`config.mk`:
```
export PLATFORM = sky130hd
export DESIGN_NAME = hex_scan_streamer
export DESIGN_NICKNAME = d
export VERILOG_FILES = /design/src/rtl/hex_scan_streamer_pkg.sv /design/src/rtl/hex_pixel_fifo.sv /design/src/rtl/hex_scan_streamer.sv
export SDC_FILE = /design/constraint.sdc
export NUM_CORES = 1
export LEC_CHECK = 0
export ABC_AREA = 0
export CORE_ASPECT_RATIO = 1.75
export CORE_UTILIZATION = 58
export DETAILED_ROUTE_END_ITERATION = 8
export GPL_TIMING_DRIVEN = 0
export PLACE_DENSITY = 0.9
export SKIP_LAST_GASP = 1
export SLEW_MARGIN = 20
export SYNTH_ARGS = -nofsm -noshare
export SYNTH_HDL_FRONTEND = slang
export SYNTH_HIERARCHICAL = 1
export SYNTH_SLANG_ARGS = --single-unit
```
`constraint.sdc`:
```
create_clock -name clk -period 4.15 [get_ports clk]
set_input_delay 0.6225 -clock clk [delete_from_list [all_inputs] [get_ports clk]]
set_output_delay 0.6225 -clock clk [all_outputs]
set_load 0.02 [all_outputs]
```
`src/rtl/hex_scan_streamer_pkg.sv`:
```
// Shared types and constants for the hex scan streamer and its companion X/Y hex decoder.
package hex_scan_streamer_pkg;

    localparam int C_HEX_DECODER_LATENCY      = 4;
    localparam int C_HEX_DECODER_LATENCY_COMB = 0;

    typedef enum logic [1:0] {
        ST_IDLE  = 2'd0,
        ST_SCAN  = 2'd1,
        ST_DRAIN = 2'd2
    } scan_state_t;

    // Per-issue tag travelling alongside the decoder pipeline.
    typedef struct packed {
        logic valid;
        logic first;
        logic last;
    } pix_tag_t;

endpackage

```
`src/rtl/hex_pixel_fifo.sv`:
```
// Synchronous first-word-fall-through FIFO; the head word is visible whenever empty is low.
module hex_pixel_fifo #(
    parameter int width = 18,
    parameter int depth = 8,
    localparam int aw   = $clog2(depth)
) (
    input  logic             clk,
    input  logic             resetn,
    input  logic             push,
    input  logic [width-1:0] push_data,
    input  logic             pop,
    output logic [width-1:0] pop_data,
    output logic             full,
    output logic             empty,
    output logic [aw:0]      count
);

    localparam logic [aw:0] c_depth = depth[aw:0];

    logic [width-1:0] mem [depth];
    logic [aw:0]      wr_ptr;
    logic [aw:0]      rd_ptr;
    logic             do_push;
    logic             do_pop;

    assign count   = wr_ptr - rd_ptr;
    assign full    = (count == c_depth);
    assign empty   = (count == '0);
    assign do_pop  = pop & ~empty;
    assign do_push = push & (~full | do_pop);

    // NOTE: sequential state uses non-blocking assignments so every register samples pre-edge values.
    always_ff @(posedge clk) begin
        if (!resetn) begin
            wr_ptr <= '0;
            rd_ptr <= '0;
        end else begin
            if (do_push) wr_ptr <= wr_ptr + (aw+1)'(1);
            if (do_pop)  rd_ptr <= rd_ptr + (aw+1)'(1);
        end
    end

    // NOTE: storage is deliberately not reset; the pointers alone define which words are meaningful.
    always_ff @(posedge clk) begin
        if (do_push) mem[wr_ptr[aw-1:0]] <= push_data;
    end

    assign pop_data = empty ? '0 : mem[rd_ptr[aw-1:0]];

endmodule

```
`src/rtl/hex_scan_streamer.sv`:
```
// Scans an x/y window into a fixed-latency hex decoder and streams the returned colors
// through a FWFT FIFO, issuing only against guaranteed FIFO space because the decoder cannot stall.
module hex_scan_streamer
    import hex_scan_streamer_pkg::*;
#(
    parameter int c_x_bits     = 7,
    parameter int c_y_bits     = 7,
    parameter int c_x_size     = 128,
    parameter int c_y_size     = 64,
    parameter int c_color_bits = 16,
    parameter int c_latency    = C_HEX_DECODER_LATENCY,
    parameter int c_fifo_depth = 8,
    parameter int c_continuous = 1
) (
    input  logic                    clk,
    input  logic                    resetn,
    input  logic                    start,
    output logic [c_x_bits-1:0]     x,
    output logic [c_y_bits-1:0]     y,
    input  logic [c_color_bits-1:0] color_in,
    output logic [c_color_bits-1:0] pix_data,
    output logic                    pix_first,
    output logic                    pix_last,
    output logic                    pix_valid,
    input  logic                    pix_ready,
    output logic                    busy
);

    localparam int c_cnt_bits = $clog2(c_fifo_depth) + 1;
    localparam int c_if_bits  = $clog2(c_latency + 1) + 1;
    localparam bit c_comb     = (c_latency == C_HEX_DECODER_LATENCY_COMB);

    scan_state_t           state;
    scan_state_t           state_next;
    pix_tag_t              issue_tag;
    pix_tag_t              out_tag;
    logic                  issue;
    logic                  push;
    logic                  credit_ok;
    logic                  at_x_end;
    logic                  at_y_end;
    logic [c_if_bits-1:0]  in_flight;
    logic [c_cnt_bits-1:0] fifo_count;
    logic                  fifo_full;
    logic                  fifo_empty;

    assign at_x_end = (x == c_x_bits'(c_x_size - 1));
    assign at_y_end = (y == c_y_bits'(c_y_size - 1));

    // Pixels already issued into the decoder own a FIFO slot they will land in later.
    assign credit_ok = (c_fifo_depth - int'(fifo_count)) > int'(in_flight);
    assign issue     = (state == ST_SCAN) & credit_ok & ~fifo_full;

    assign issue_tag = '{valid: issue,
                         first: (x == '0) && (y == '0),
                         last:  at_x_end && at_y_end};

    generate
        if (c_comb) begin : g_tag_comb
            assign out_tag = issue_tag;
        end else begin : g_tag_pipe
            pix_tag_t pipe [c_latency];

            always_ff @(posedge clk) begin
                if (!resetn) begin
                    for (int i = 0; i < c_latency; i++) pipe[i] <= '0;
                end else begin
                    pipe[0] <= issue_tag;
                    for (int i = 1; i < c_latency; i++) pipe[i] <= pipe[i-1];
                end
            end

            assign out_tag = pipe[c_latency-1];
        end
    endgenerate

    assign push = out_tag.valid;

    always_ff @(posedge clk) begin
        if (!resetn) begin
            in_flight <= '0;
        end else if (issue && !push) begin
            in_flight <= in_flight + c_if_bits'(1);
        end else if (!issue && push) begin
            in_flight <= in_flight - c_if_bits'(1);
        end
    end

    always_ff @(posedge clk) begin
        if (!resetn) begin
            x <= '0;
            y <= '0;
        end else if (issue) begin
            if (at_x_end) begin
                x <= '0;
                y <= at_y_end ? '0 : y + c_y_bits'(1);
            end else begin
                x <= x + c_x_bits'(1);
            end
        end
    end

    always_ff @(posedge clk) begin
        if (!resetn) state <= ST_IDLE;
        else         state <= state_next;
    end

    // NOTE: the default assignment first keeps every path of this block from inferring a latch.
    always_comb begin
        state_next = state;
        case (state)
            ST_IDLE:  if (c_continuous != 0 || start) state_next = ST_SCAN;
            ST_SCAN:  if (issue && issue_tag.last && c_continuous == 0) state_next = ST_DRAIN;
            ST_DRAIN: if (in_flight == '0 && fifo_empty) state_next = ST_IDLE;
            default:  state_next = ST_IDLE;
        endcase
    end

    assign busy = (state != ST_IDLE);

    hex_pixel_fifo #(
        .width (c_color_bits + 2),
        .depth (c_fifo_depth)
    ) u_fifo (
        .clk       (clk),
        .resetn    (resetn),
        .push      (push),
        .push_data ({color_in, out_tag.first, out_tag.last}),
        .pop       (pix_ready),
        .pop_data  ({pix_data, pix_first, pix_last}),
        .full      (fifo_full),
        .empty     (fifo_empty),
        .count     (fifo_count)
    );

    assign pix_valid = ~fifo_empty;

endmodule
```
==> reports/metrics.yaml <==
hold_depth: 1
track_usage: 0.279
first_iter_violations: 436
ys_seq_area_frac: 0.670
synth_seq_cells: 186
finalWeightedCongestion: 0.852
critPathMaxStageDelay_ns: 0.57
skew_ns: 0.0122
dr.pass1.iters: 5
p_seq_frac: 0.352
instances_no_fill: 749
htree_num_levels: 4
synth_ff_type: "edfxtp_1"
hp-class: "reg -> reg"
switching_share: 0.335
r2r_cells: 20
power.net_switching_w: 0.00199
tightest_slew_ns: 0.941
numCtsBuffers: 17
crit_path_end_kind: "primary output"
port-buffer-count: 52
cts_buffer_depth: 2
routedWlPerCell_um: 24.0
finalHoldViolCount: 0
vias: 4671
cp-startpoint: "u_fifo/wr_ptr[0]"
routed_via_density: 6.24
grt_antenna_before_repair: 1
yosysTopAreaCell: "edfxtp_1"
avgSynthCellArea_um2: 16.3
critPathArrivalTime_ns: 3.41
synthCells: 472
placed_cells: 712
postCtsHoldBufs: 0
die_w_um: 89.1
grt_max_degree: 20
clock_power_share: 0.273
final_antenna_net_count: 0
synth_common_cells: "edfxtp_1, dfxtp_1, mux4_2, mux2i_1"
path_max_fanout: 10
multiInputGateArea_um2: 2430
finalSetupViolCount: 0
setup-tns-final_ns: 0
syn_nets: 511
post-route-period-util: 0.972
layout-drive-gt1-share: 0.236
initial_utilization: 0.596
cpMaxStageDelayCell: "clkdlybuf4s50_1"
drt-total-wl_um: 18000
yosysWarnings: 6
vdd_drop_max_uv: 438
die_area_um2: 13800
overflow: 0
drc_errors: 0
worstPathRequired_ns: 3.53
powerDensity_nw_per_um2: 639
clk_latency_ns: 0.43
r2r_start: "u_fifo/wr_ptr[0]"
path_cells: "inv_4 -> ha_2 -> inv_1 -> fa_2 -> xor2_2 -> or3_4 -> a21oi_2 -> buf_4 -> buf_4 -> nor2_1 -> clkdlybuf4s50_1"
fillers: 778
fmax_mhz: 248
total_power_w: 0.00594
finalWorstPathRequiredPeriod_ns: 4.03
syn_area_um2: 7710
ff_latch_area_um2: 5170
synthArstFlopShare: 0
root_buffer: "clkbuf_16"
area_delta_synth_final_pct: 20.5
grt_pass1_wl_um: 26900
layout.nets: 603
fp.dieH_um: 154
path_class: "reg -> out"
clk_pin_slew_ns: 0.07
hold_end: "g_tag_pipe.pipe[1][2]"
cts_tree: "yes"
ys_types: 54
synthTopCellsByArea: "edfxtp_1, dfxtp_1, mux4_2"
ios: 54
synth_most_common_cell: "edfxtp_1"
reg2reg_to: "in_flight[3]"
cap_violations: 0
yosysTopAreaCellShare: 0.561
crit_top_cell: "buf_4"
r2r_slack_ns: 0.21
coreArea_um2: 12900
grt_pass1_vias: 4849
min_from: "g_tag_pipe.pipe[0][2]"
intPower_w: 0.00395
maxSlewHeadroom: 0.372
worst_path_dominant_cell_family: "buffers and inverters"
final_max_slew_viol_count: 0
status: "finished clean"
synth_edf_count: 144
startpoint_type: "flop"
rows: 55
cp_num_buf_inv: 5
dp_hpwl_um: 11600
leakage_nw: 3.26
combPwrFrac: 0.375
cts_sinks: 186
hold_ws_ns: 0.436
[power groups by stage]
stage,clock network [W],logic [W],registers [W]
2_1_floorplan,0,0.00140,0.00212
3_3_place_gp,0,0.00197,0.00212
3_5_place_dp,0,0.00206,0.00213
4_1_cts,0.00163,0.00214,0.00209
5_1_grt,0.00170,0.00240,0.00210
6_report,0.00162,0.00223,0.00209
[sequential cells by signal (all words and copies together) (netlist names), named ones only]
signal / cells
u_fifo/mem: 144
g_tag_pipe.pipe: 12
x: 7
y: 7
in_flight: 4
u_fifo/rd_ptr: 4
u_fifo/wr_ptr: 4
state: 1
[cell families (layout without fill, tap and decap cells)]
logic type                 count (synthesis)  after routing  share of synthesized area
adders and majority gates                 19             19                     0.0328
DFF                                      186            186                      0.670
other                                      0              1                          0
and+or+nand+nor                          114            114                     0.0839
muxes                                     66             66                      0.144
buffers and inverters                     44            149                     0.0253
xor gates and xnor gates                   9              9                     0.0102
AOI/OAI and AO/OA                         34             34                     0.0333
[per-layer routing]
layer	up-vias	track usage	share of wire
met2	285	0.478	0.53
met4	0	0.179	0.058
li1	1999	-	-
met3	80	0.0635	0.074
met5	-	0	0
met1	2307	0.300	0.34
[layout make-up]
cell class | count | share of cell area
Buffer | 21 | 0.0120
Antenna cell | 1 | 0.000270
Inverter | 23 | 0.00957
Tap cell | 171 | 0.0230
Timing Repair Buffer | 73 | 0.0725
Sequential cell | 186 | 0.557
Multi-Input combinational cell | 242 | 0.261
Clock buffer | 18 | 0.0462
Clock inverter | 14 | 0.0178
[layout by cell type (no fill, tap or decap), drive strengths merged, types with 3 or more instances in the layout]
| cell | instances |
|---|---|
| mux4 | 36 |
| and3 | 9 |
| and2 | 14 |
| nor2 | 23 |
| o21ai | 6 |
| a21boi | 3 |
| nor2b | 5 |
| a21oi | 7 |
| a31o | 4 |
| nor4 | 4 |
| or3 | 4 |
| dfxtp | 42 |
| mux2i | 30 |
| xnor2 | 7 |
| clkbuf | 29 |
| nand4 | 6 |
| ha | 17 |
| o2111ai | 3 |
| nand3 | 6 |
| nor3 | 6 |
| nand2 | 21 |
| buf | 31 |
| edfxtp | 144 |
| inv | 33 |
| nand2b | 7 |
| clkdlybuf4s50 | 52 |
[how the worst max path moves through the flow]
stage,end,slack (ns),cells after the start
6_report,pix_data[12],0.12,11
5_1_grt,in_flight[3],-0.03,20
4_1_cts,pix_data[12],0.04,10
3_5_place_dp,in_flight[3],-0.22,19
3_3_place_gp,u_fifo/mem[0][12],-1.28,8
2_1_floorplan,u_fifo/mem[1][0],0.32,8
[what timing repair did]
action	4_1_cts	5_1_grt
endpoints found under the setup margin	20	11
cloned	0	0
resized for setup	6	15
setup buffers	1	3
hold endpoints to repair	0	0
pin swaps	0	7
[metrics by stage]
step           instance area (um2)   util  setup slack, ns
2_1_floorplan                 7710      -            0.325
3_5_place_dp                  8600  0.665           -0.221
6_report                      9290  0.718            0.117
5_1_grt                       9280  0.718          -0.0332
3_3_place_gp                  8440  0.652            -1.28
4_1_cts                       9210  0.712           0.0358
Power figures use the tool's default switching activity.
